$ cat src/rtl/pos_step_sequencer_pkg.sv
// Shared types for the X/Y position step sequencer: FSM states, axis encoding,
// slice width and the per-axis request payload.
package pos_seq_pkg;

  localparam int unsigned SLICE_W = 3;

  typedef enum logic [1:0] {
    IDLE = 2'd0,
    ADD  = 2'd1,
    DONE = 2'd2
  } state_t;

  typedef enum logic {
    AX_X = 1'b0,
    AX_Y = 1'b1
  } axis_t;

  typedef struct packed {
    logic               dir;
    logic [SLICE_W-1:0] step;
  } step_req_t;

endpackage

$ cat src/rtl/pos_step_sequencer_if.sv
// Request/ack and position bus between the step generators (master) and the
// sequencer (slave).
interface pos_step_sequencer_if
  import pos_seq_pkg::*;
#(
  parameter int unsigned POS_W = 9
);
  logic               x_req;
  logic               x_dir;
  logic [SLICE_W-1:0] x_step;
  logic               x_ack;
  logic               y_req;
  logic               y_dir;
  logic [SLICE_W-1:0] y_step;
  logic               y_ack;
  logic [POS_W-1:0]   pos_x;
  logic [POS_W-1:0]   pos_y;
  logic               wrap;
  logic               busy;

  modport master (
    output x_req, x_dir, x_step, y_req, y_dir, y_step,
    input  x_ack, y_ack, pos_x, pos_y, wrap, busy
  );

  modport slave (
    input  x_req, x_dir, x_step, y_req, y_dir, y_step,
    output x_ack, y_ack, pos_x, pos_y, wrap, busy
  );
endinterface

$ cat src/rtl/pos_step_sequencer_slice_adder3.sv
// 3-bit slice adder with carry-in/out; one instance is time-shared by both axes.
module slice_adder3
  import pos_seq_pkg::*;
(
  input  logic [SLICE_W-1:0] a,
  input  logic [SLICE_W-1:0] b,
  input  logic               ci,
  output logic [SLICE_W-1:0] s,
  output logic               co
);
  assign {co, s} = (SLICE_W+1)'(a) + (SLICE_W+1)'(b) + (SLICE_W+1)'(ci);
endmodule

$ cat src/rtl/pos_step_sequencer.sv
// Round-robin X/Y position updater, one 3-bit slice per clock through a shared
// slice adder. Define POS_SAT_EN to saturate instead of wrap on over/underflow.
module pos_step_sequencer
  import pos_seq_pkg::*;
#(
  parameter int unsigned POS_W = 9
)
(
  input  logic           clk,
  input  logic           rst_n,
  pos_step_sequencer_if.slave bus
);
  localparam int unsigned NSLICE = POS_W / SLICE_W;
  localparam int unsigned IDX_W  = (NSLICE > 1) ? $clog2(NSLICE) : 1;

  state_t             state_q, state_d;
  axis_t              axis_q, axis_d, last_grant_q, last_grant_d;
  logic               dir_q, dir_d, carry_q, carry_d;
  logic [IDX_W-1:0]   idx_q, idx_d;
  logic [POS_W-1:0]   opb_q, opb_d, shadow_q, shadow_d;
  logic [POS_W-1:0]   pos_x_q, pos_x_d, pos_y_q, pos_y_d;
  logic               x_ack_q, x_ack_d, y_ack_q, y_ack_d;
  logic               wrap_q, wrap_d, busy_q, busy_d;

  step_req_t          x_op, y_op, g_op;
  logic               grant_x, grant_y, wrap_c;
  logic [POS_W-1:0]   pos_sel, commit;
  logic [SLICE_W-1:0] sl_a, sl_s;
  logic               sl_co;

  // Round-robin: on a tie the axis not granted last wins
  assign x_op    = {bus.x_dir, bus.x_step};
  assign y_op    = {bus.y_dir, bus.y_step};
  assign grant_x = bus.x_req & (~bus.y_req | (last_grant_q == AX_Y));
  assign grant_y = bus.y_req & ~grant_x;
  assign g_op    = grant_x ? x_op : y_op;

  assign pos_sel = (axis_q == AX_Y) ? pos_y_q : pos_x_q;
  assign sl_a    = SLICE_W'(pos_sel >> (32'(idx_q) * SLICE_W));
  assign wrap_c  = dir_q ^ carry_q;

  slice_adder3 u_slice (
    .a  (sl_a),
    .b  (opb_q[SLICE_W-1:0]),
    .ci (carry_q),
    .s  (sl_s),
    .co (sl_co)
  );

  // Value committed in DONE; saturation replaces the wrapped result when enabled
  always_comb begin
`ifdef POS_SAT_EN
    commit = wrap_c ? (dir_q ? '0 : '1) : shadow_q;
`else
    commit = shadow_q;
`endif
  end

  always_comb begin
    state_d      = state_q;
    axis_d       = axis_q;
    last_grant_d = last_grant_q;
    dir_d        = dir_q;
    carry_d      = carry_q;
    idx_d        = idx_q;
    opb_d        = opb_q;
    shadow_d     = shadow_q;
    pos_x_d      = pos_x_q;
    pos_y_d      = pos_y_q;
    x_ack_d      = 1'b0;
    y_ack_d      = 1'b0;
    wrap_d       = 1'b0;

    unique case (state_q)
      IDLE: begin
        if (grant_x || grant_y) begin
          axis_d  = grant_x ? AX_X : AX_Y;
          dir_d   = g_op.dir;
          opb_d   = POS_W'(g_op.step) ^ {POS_W{g_op.dir}};
          carry_d = g_op.dir;
          idx_d   = '0;
          state_d = ADD;
        end
      end
      ADD: begin
        // Slice results shift in from the top so slice 0 lands at bit 0
        shadow_d = POS_W'({sl_s, shadow_q} >> SLICE_W);
        opb_d    = opb_q >> SLICE_W;
        carry_d  = sl_co;
        idx_d    = idx_q + IDX_W'(1);
        if (idx_q == IDX_W'(NSLICE - 1)) state_d = DONE;
      end
      DONE: begin
        if (axis_q == AX_X) begin
          pos_x_d = commit;
          x_ack_d = 1'b1;
        end else begin
          pos_y_d = commit;
          y_ack_d = 1'b1;
        end
        wrap_d       = wrap_c;
        last_grant_d = axis_q;
        state_d      = IDLE;
      end
      default: state_d = IDLE;
    endcase

    busy_d = (state_d != IDLE);
  end

  always_ff @(posedge clk or negedge rst_n) begin
    if (!rst_n) begin
      state_q      <= IDLE;
      axis_q       <= AX_X;
      last_grant_q <= AX_Y;
      dir_q        <= 1'b0;
      carry_q      <= 1'b0;
      idx_q        <= '0;
      opb_q        <= '0;
      shadow_q     <= '0;
      pos_x_q      <= '0;
      pos_y_q      <= '0;
      x_ack_q      <= 1'b0;
      y_ack_q      <= 1'b0;
      wrap_q       <= 1'b0;
      busy_q       <= 1'b0;
    end else begin
      state_q      <= state_d;
      axis_q       <= axis_d;
      last_grant_q <= last_grant_d;
      dir_q        <= dir_d;
      carry_q      <= carry_d;
      idx_q        <= idx_d;
      opb_q        <= opb_d;
      shadow_q     <= shadow_d;
      pos_x_q      <= pos_x_d;
      pos_y_q      <= pos_y_d;
      x_ack_q      <= x_ack_d;
      y_ack_q      <= y_ack_d;
      wrap_q       <= wrap_d;
      busy_q       <= busy_d;
    end
  end

  assign bus.x_ack = x_ack_q;
  assign bus.y_ack = y_ack_q;
  assign bus.pos_x = pos_x_q;
  assign bus.pos_y = pos_y_q;
  assign bus.wrap  = wrap_q;
  assign bus.busy  = busy_q;

endmodule

$ cat src/flat_wrapper.sv
// flat-port wrapper written by rule: the top's interface ports become plain ports
module pos_step_sequencer_flat import pos_seq_pkg::*;
#(
  parameter int unsigned POS_W = 9
)
  (clk, rst_n, bus_x_req, bus_x_dir, bus_x_step, bus_y_req, bus_y_dir, bus_y_step, bus_x_ack, bus_y_ack, bus_pos_x, bus_pos_y, bus_wrap, bus_busy);
  pos_step_sequencer_if #(.POS_W(POS_W)) bus_i ();
  input  logic clk;
  input  logic rst_n;
  input wire logic [$bits(bus_i.x_req)-1:0] bus_x_req;
  input wire logic [$bits(bus_i.x_dir)-1:0] bus_x_dir;
  input wire logic [$bits(bus_i.x_step)-1:0] bus_x_step;
  input wire logic [$bits(bus_i.y_req)-1:0] bus_y_req;
  input wire logic [$bits(bus_i.y_dir)-1:0] bus_y_dir;
  input wire logic [$bits(bus_i.y_step)-1:0] bus_y_step;
  output wire logic [$bits(bus_i.x_ack)-1:0] bus_x_ack;
  output wire logic [$bits(bus_i.y_ack)-1:0] bus_y_ack;
  output wire logic [$bits(bus_i.pos_x)-1:0] bus_pos_x;
  output wire logic [$bits(bus_i.pos_y)-1:0] bus_pos_y;
  output wire logic [$bits(bus_i.wrap)-1:0] bus_wrap;
  output wire logic [$bits(bus_i.busy)-1:0] bus_busy;
  assign bus_i.x_req = bus_x_req;
  assign bus_i.x_dir = bus_x_dir;
  assign bus_i.x_step = bus_x_step;
  assign bus_i.y_req = bus_y_req;
  assign bus_i.y_dir = bus_y_dir;
  assign bus_i.y_step = bus_y_step;
  assign bus_x_ack = bus_i.x_ack;
  assign bus_y_ack = bus_i.y_ack;
  assign bus_pos_x = bus_i.pos_x;
  assign bus_pos_y = bus_i.pos_y;
  assign bus_wrap = bus_i.wrap;
  assign bus_busy = bus_i.busy;
  pos_step_sequencer #(.POS_W(POS_W)) u_core (.clk(clk), .rst_n(rst_n), .bus(bus_i));
endmodule
$ cat config.mk
export PLATFORM = sky130hd
export DESIGN_NAME = pos_step_sequencer_flat
export DESIGN_NICKNAME = d
export VERILOG_FILES = /design/src/rtl/pos_step_sequencer_pkg.sv /design/src/rtl/pos_step_sequencer_if.sv /design/src/rtl/pos_step_sequencer_slice_adder3.sv /design/src/rtl/pos_step_sequencer.sv /design/src/flat_wrapper.sv
export SDC_FILE = /design/constraint.sdc
export NUM_CORES = 1
export LEC_CHECK = 0
export CORE_MARGIN = 2
export CORE_UTILIZATION = 52
export CTS_CLUSTER_DIAMETER = 120
export CTS_CLUSTER_SIZE = 12
export DETAILED_ROUTE_END_ITERATION = 12
export PLACE_DENSITY = 0.8
export SLEW_MARGIN = 25
export SYNTH_ARGS = -nofsm -noshare
export SYNTH_HDL_FRONTEND = slang
export SYNTH_SLANG_ARGS = --single-unit
export TNS_END_PERCENT = 30
$ cat constraint.sdc
create_clock -name clk -period 3 [get_ports clk]
set_input_delay 0.45 -clock clk [delete_from_list [all_inputs] [get_ports clk]]
set_output_delay 0.45 -clock clk [all_outputs]
set_load 0.05 [all_outputs]
======== Yosys cells after proc, flatten, opt, wreduce, memory -nomap -nowiden ========
Cells that the tools add are included.
storage, ports and cells
  input port bits ......................... 12
  output and inout bits ................... 22
  logic and storage cells ................. 56
  register bits after elaboration ......... 48
cells by class
  bitwise gates (word level) .............. 8
  add/sub/neg operators ................... 3
  reductions and logical operators ........ 8
  multiply operators ...................... 1
  eq/ne operators ......................... 4
  mux-type cells .......................... 17
  shift-type cells ........................ 1
operators with widths
  cell                                                                    count
  9-bit 2-to-1 mux                                                        2
  9-bit case mux with 2 select lines                                      1
  9-bit by 4-bit right shift with 3-bit output                            1
  3-bit by 9-bit XOR with 9-bit output                                    1
  2-bit case mux with 2 select lines                                      2
  2-bit AND reduction                                                     4
  1-bit 2-to-1 mux                                                        7
  2-bit 2-to-1 mux                                                        3
  3-bit by 3-bit adder with 4-bit output                                  1
  4-bit by 1-bit adder with 4-bit output                                  1
  2-bit equality test (second input constant)                             2
  2-bit by 2-bit multiplier with 4-bit output (second input constant)     1
  4-bit 2-to-1 mux                                                        1
  2-bit nonzero test                                                      2
  1-bit inverter                                                          3
  2-bit by 1-bit adder with 2-bit output (second input constant)          1
  1-bit AND                                                               2
  2-bit by 1-bit equality test with 1-bit output (second input constant)  1
  2-bit zero test                                                         1
  2-bit by 1-bit != test with 1-bit output (second input constant)        1
  1-bit case mux with 2 select lines                                      1
  1-bit logical OR                                                        1
  1-bit OR                                                                1
  1-bit XOR                                                               1

======== Longest topological paths before layout ========
  depth in word-level cells ............... 9
  mapped depth ............................ 9
  gate-level depth less buffers ........... 8

======== Cells and area by module ========
A second synthesis with hierarchy kept.
unflattened totals
  cell total of the unflattened synthesis .. 189
  area, all modules ....................... 2,039.5 um^2
modules (own cells, without submodules)
  module              area each (um^2)  cells each  times used  seq. area each (um^2)
  pos_step_sequencer  1,925.6           174         1           1,102.3
  slice_adder3        113.9             15          1           0.0

======== Worst setup path after synthesis ========
No wires, ideal clock.
  path kind ............................... register -> register
  start point ............................. register u_core.pos_y_q[3], in the netlist u_core.bus.pos_y[3]
  end point ............................... register u_core.shadow_q[7], in the netlist u_core.commit[7]
  clock period less this slack ............ 2.240 ns
  data arrival time ....................... 2.164 ns
  buffers on the path ..................... 0
  data required time ...................... 2.924 ns
  slack ................................... 0.760 ns
  cell stages (with the launch flop) ...... 8
  library setup time ...................... 0.076 ns
  path through ............................ dfrtp_1 > mux4_2 > inv_1 > o22ai_1 > fa_1 > inv_1 > fa_1 > o21ai_1
between the ends
  word-level cells in the longest chain between the ends .. 4
ends and longest elaborated chain
  what                                          line                                   text
  start, declared                               pos_step_sequencer.sv:21               logic [POS_W-1:0] pos_x_q, pos_x_d, pos_y_q, pos_y_d;
  start signal, assigned                        pos_step_sequencer.sv:137              pos_y_q <= pos_y_d;
  9-bit 2-to-1 mux                              pos_step_sequencer.sv:38               assign pos_sel = (axis_q == AX_Y) ? pos_y_q : pos_x_q;
  9-bit by 4-bit right shift with 3-bit output  pos_step_sequencer.sv:39               assign sl_a = SLICE_W'(pos_sel >> (32'(idx_q) * SLICE_W));
  3-bit by 3-bit adder with 4-bit output        pos_step_sequencer_slice_adder3.sv:11  assign {co, s} = (SLICE_W+1)'(a) + (SLICE_W+1)'(b) + (SLICE_W+1)'(ci);
  4-bit by 1-bit adder with 4-bit output        pos_step_sequencer_slice_adder3.sv:11
  end signal, assigned                          pos_step_sequencer.sv:135              shadow_q <= shadow_d;
  end, declared                                 pos_step_sequencer.sv:20               logic [POS_W-1:0] opb_q, opb_d, shadow_q, shadow_d;
Every way passes these cells.
A chain may end at the register's enable or synchronous reset.

======== Worst setup path in the final report ========
  start point ............................. register u_core.axis_q
  end point ............................... register u_core.shadow_q[7], in the netlist u_core.commit[7]
between the ends
  word-level cells in the longest chain between the ends .. 4
ends and longest elaborated chain
  what                                          line                                   text
  start, declared                               pos_step_sequencer.sv:17               axis_t axis_q, axis_d, last_grant_q, last_grant_d;
  start signal, assigned                        pos_step_sequencer.sv:129              axis_q <= axis_d;
  9-bit 2-to-1 mux                              pos_step_sequencer.sv:38
  9-bit by 4-bit right shift with 3-bit output  pos_step_sequencer.sv:39
  3-bit by 3-bit adder with 4-bit output        pos_step_sequencer_slice_adder3.sv:11
  4-bit by 1-bit adder with 4-bit output        pos_step_sequencer_slice_adder3.sv:11
Every way passes these cells.

==> results.txt <==
----------------------------------------------------
[Floorplanning]
  Starting Density ... 0.543
  Height of the die ... 66.1 um
  Core ar. ... 0.00369 mm2
  Std-Cell Rows ... 22
  Number of top-level pins ... 34
  Die width ... around 66 um
  Die area ... 0.00437 mm2

[Clock network]
  CTS tree ... done
  Latest clock arrival within the worst-skew pair ... 0.30 ns
  Number of post-CTS setup repair buffers ... 0
  Clock transition at the registers of the reported paths ... 0.08 ns
  Post_cts resized ... 0
  Root buffer cell ... sky130_fd_sc_hd__clkbuf_8
  Hold bufs inserted after CTS ... 0
  Maximum buffer depth of the clock tree ... 2
  # H-tree levels ... 2
  Num CTS Buffers ... 5
  CTS Sinks ... 44

[Cells and area]
  Most common cell after layout, fill and taps aside ... sky130_fd_sc_hd__nand2_1
  Diodes inserted ... 0
  Synthesis-to-finish area growth ... 22.5%
  Share of cells above drive strength 1 ... 0.0897
  Number of nets in the layout ... 239
  Commonest non-fill, non-tap cells in the layout ... 54 x sky130_fd_sc_hd__nand2_1, 43 x sky130_fd_sc_hd__dfrtp_1, 32 x sky130_fd_sc_hd__clkdlybuf4s50_1

[Critical path]
  Critical path class ... reg2reg
  Worst path top cell family by delay ... adder cells
  Origin of the critical flop-to-flop path ... u_core.axis_q
  Crit Reg-Reg Endpoint ... u_core.commit[7]
  Cells along the critical path ... mux4_2, inv_1, o22ai_1, fa_1, inv_1, fa_1, o21ai_1
  Buf/Inv on CP ... 2
  Category of the worst setup path launch point ... register
  Type of destination of the critical path ... register
  Arrival time reported for the critical path endpoint ... 2.66 ns
  Critical Path Slowest Stage Cell ... sky130_fd_sc_hd__dfrtp_1
  Critical Path RT ... 3.21 ns
  CP startpoint ... u_core.axis_q
  Number of cells on the worst reg-to-reg path ... 7
  Minimum setup slack among reg-to-reg paths ... 0.55 ns
  Slowest Stage Delay on Critical Path ... around 0.65 ns
  Worst-path maximum fanout ... 9
  WP depth ... 7

[Pwr]
  Static leakage ... 1.21 nW
  Overall power consumption ... around 0.0027 W
  Power density normalized to cell area ... 1110 mW/mm2
  Worst ir drop on vdd ... ~0.00049 V

[Timing]
  Worst Tran Pin Value ... 0.758 ns
  Max-slew violation count ... 0
  Worst slew margin relative to its limit ... 0.494
  Worst-case clock skew ... 0.0109 ns
  Worst hold-check slack ... 0.128 ns
  Part of the cycle the worst path needs ... 0.817
  Max Fclk ... 408 MHz
  Number of hold-slack violations in the final timing report ... 0
  Setup violators final ... 0
  TNS Setup ... 0 ns
  Unrepaired setup endpoints after global routing ... false
  Crit path time final ... around 2.5 ns

[Job]
  Max-Cap Viols ... 0

[Routing]
  Final routed wire length divided by cell count ... 13.8 um
  Total via count after detailed routing ... 1,424
  Drt via density ... 5.25
  Routed wire length ... 3750 um
  Antenna Nets Post-Route ... 0
  DRC violation count after routing ... 0
  Violation count after the first detailed-routing iteration ... 76
  Drt pass-1 iters ... 4

[Status]
  Run status ... complete, no violations

[Yosys]
  Share of synthesized area occupied by flip-flops and latches ... 0.550
  Async SR Flop Fraction ... 1.00
  Yosys Warn Count ... 0
  Dominant register cell in the synthesized netlist ... sky130_fd_sc_hd__dfrtp_1
  EDFF count, synth ... 0
  Number of distinct standard cells referenced by the synthesized netlist ... 34
  Number of instances in the synthesized netlist ... ~190
  Synthesized net count ... 204
  Mean area per synthesized cell ... 10.7 um2
  Post-Synthesis Cell Area ... 0.00200 mm2
  Number of storage elements in the synthesis netlist ... 44

[Global route]
  Initial antenna violation count ... 0
  Via count of the first global-routing pass ... 1,345
  Largest net degree at the start of global routing ... 45
  Combined global-route utilization of all metal layers ... 0.196
  Wire length of the first global-routing pass ... 6350 um
  GRT Residual Overflow ... 0

[Placed design]
  Post-detail-place hpwl ... 2720 um
  Port Buf Inserts ... 33
  RePlAce Congestion ... 0.806

[Hold path]
  Hold Path Class ... in2async

----------------------------------------------------
==> cell usage after synthesis, types with 3 or more instances <==
master,instances,area share
sky130_fd_sc_hd__ha_1,3,0.019
sky130_fd_sc_hd__mux2i_1,6,0.030
sky130_fd_sc_hd__buf_2,3,0.0075
sky130_fd_sc_hd__mux2_1,9,0.051
sky130_fd_sc_hd__o21ai_1,9,0.022
sky130_fd_sc_hd__inv_1,8,0.015
sky130_fd_sc_hd__mux4_2,3,0.034
sky130_fd_sc_hd__a21oi_1,8,0.020
sky130_fd_sc_hd__nand2_1,54,0.10
sky130_fd_sc_hd__dfrtp_1,43,0.54
sky130_fd_sc_hd__xor2_1,7,0.031
sky130_fd_sc_hd__inv_2,4,0.0075
==> worst max path at each step <==
stage,endpoint,slack [ns]
2_1_floorplan,u_core.commit[7],0.76
3_3_place_gp,u_core.commit[7],0.61
3_5_place_dp,u_core.commit[7],0.57
4_1_cts,u_core.commit[7],0.54
5_1_grt,u_core.commit[7],0.40
6_report,u_core.commit[7],0.55
==> area by class of cell <==
cell class              instances  area (um2)
clock inverters                 2        10.0
clock buffers                   6        82.6
fillers                       306        1230
repair buffers                 33         328
well taps                      48        60.1
inverters                      12        45.0
multi-input cells             126         827
flip-flops and latches         44        1100
==> worst reg2reg max path, stage by stage (launching register included) <==
cell and delay, ns:
sky130_fd_sc_hd__dfrtp_1 0.65, sky130_fd_sc_hd__mux4_2 0.56, sky130_fd_sc_hd__inv_1 0.06, sky130_fd_sc_hd__o22ai_1 0.09
sky130_fd_sc_hd__fa_1 0.40, sky130_fd_sc_hd__inv_1 0.08, sky130_fd_sc_hd__fa_1 0.40, sky130_fd_sc_hd__o21ai_1 0.13
==> cell families after synthesis <==
| kind of cell | share of synthesized area |
|---|---|
| fa+ha+maj | 0.0387 |
| buf+inv | 0.0374 |
| simple gates | 0.144 |
| compound gates | 0.0811 |
| flops | 0.550 |
| mux | 0.114 |
| xor+xnor | 0.0350 |
==> stage by stage <==
stage | setup slack [ns] | utilization | area [um2] | std cells
after floorplan | 0.760 | - | 2000 | 187
after global placement | 0.612 | 0.640 | 2360 | 263
after detailed placement | 0.568 | 0.640 | 2360 | 263
after CTS | 0.544 | 0.665 | 2450 | 271
after global routing | 0.402 | 0.666 | 2450 | 271
final | 0.549 | 0.666 | 2450 | 271
==> per-layer routing <==
metal	GRT usage	up-vias	wire [um]	part of all wire
met2	0.300	24	1840	0.49
met4	0.0689	0	53	0.014
met5	0	-	0	0
met3	0.0511	7	134	0.036
li1	-	689	-	-
met1	0.272	704	1710	0.46
==> sequential cells by signal (all words and copies together), names as in the netlist <==
signal / count
u_core.bus.pos_x: 9
u_core.bus.x_ack: 1
u_core.last_grant_q: 1
u_core.axis_q: 1
u_core.carry_q: 1
u_core.commit: 9
u_core.state_q: 2
u_core.bus.wrap: 1
u_core.bus.busy: 1
u_core.bus.y_ack: 1
u_core.bus.pos_y: 9
u_core.dir_q: 1
u_core.idx_q: 2
u_core.opb_q: 5
==> where the power goes <==
part | leakage [nW] | switching [W] | total (W) | internal (W)
combinational | 0.589 | 0.000789 | 0.00128 | 0.000490
sequential | 0.569 | 0.000230 | 0.00106 | 0.000833
clock | 0.0510 | 0.000196 | 0.000380 | 0.000184
Note: power is estimated with default switching activity, not from simulation.
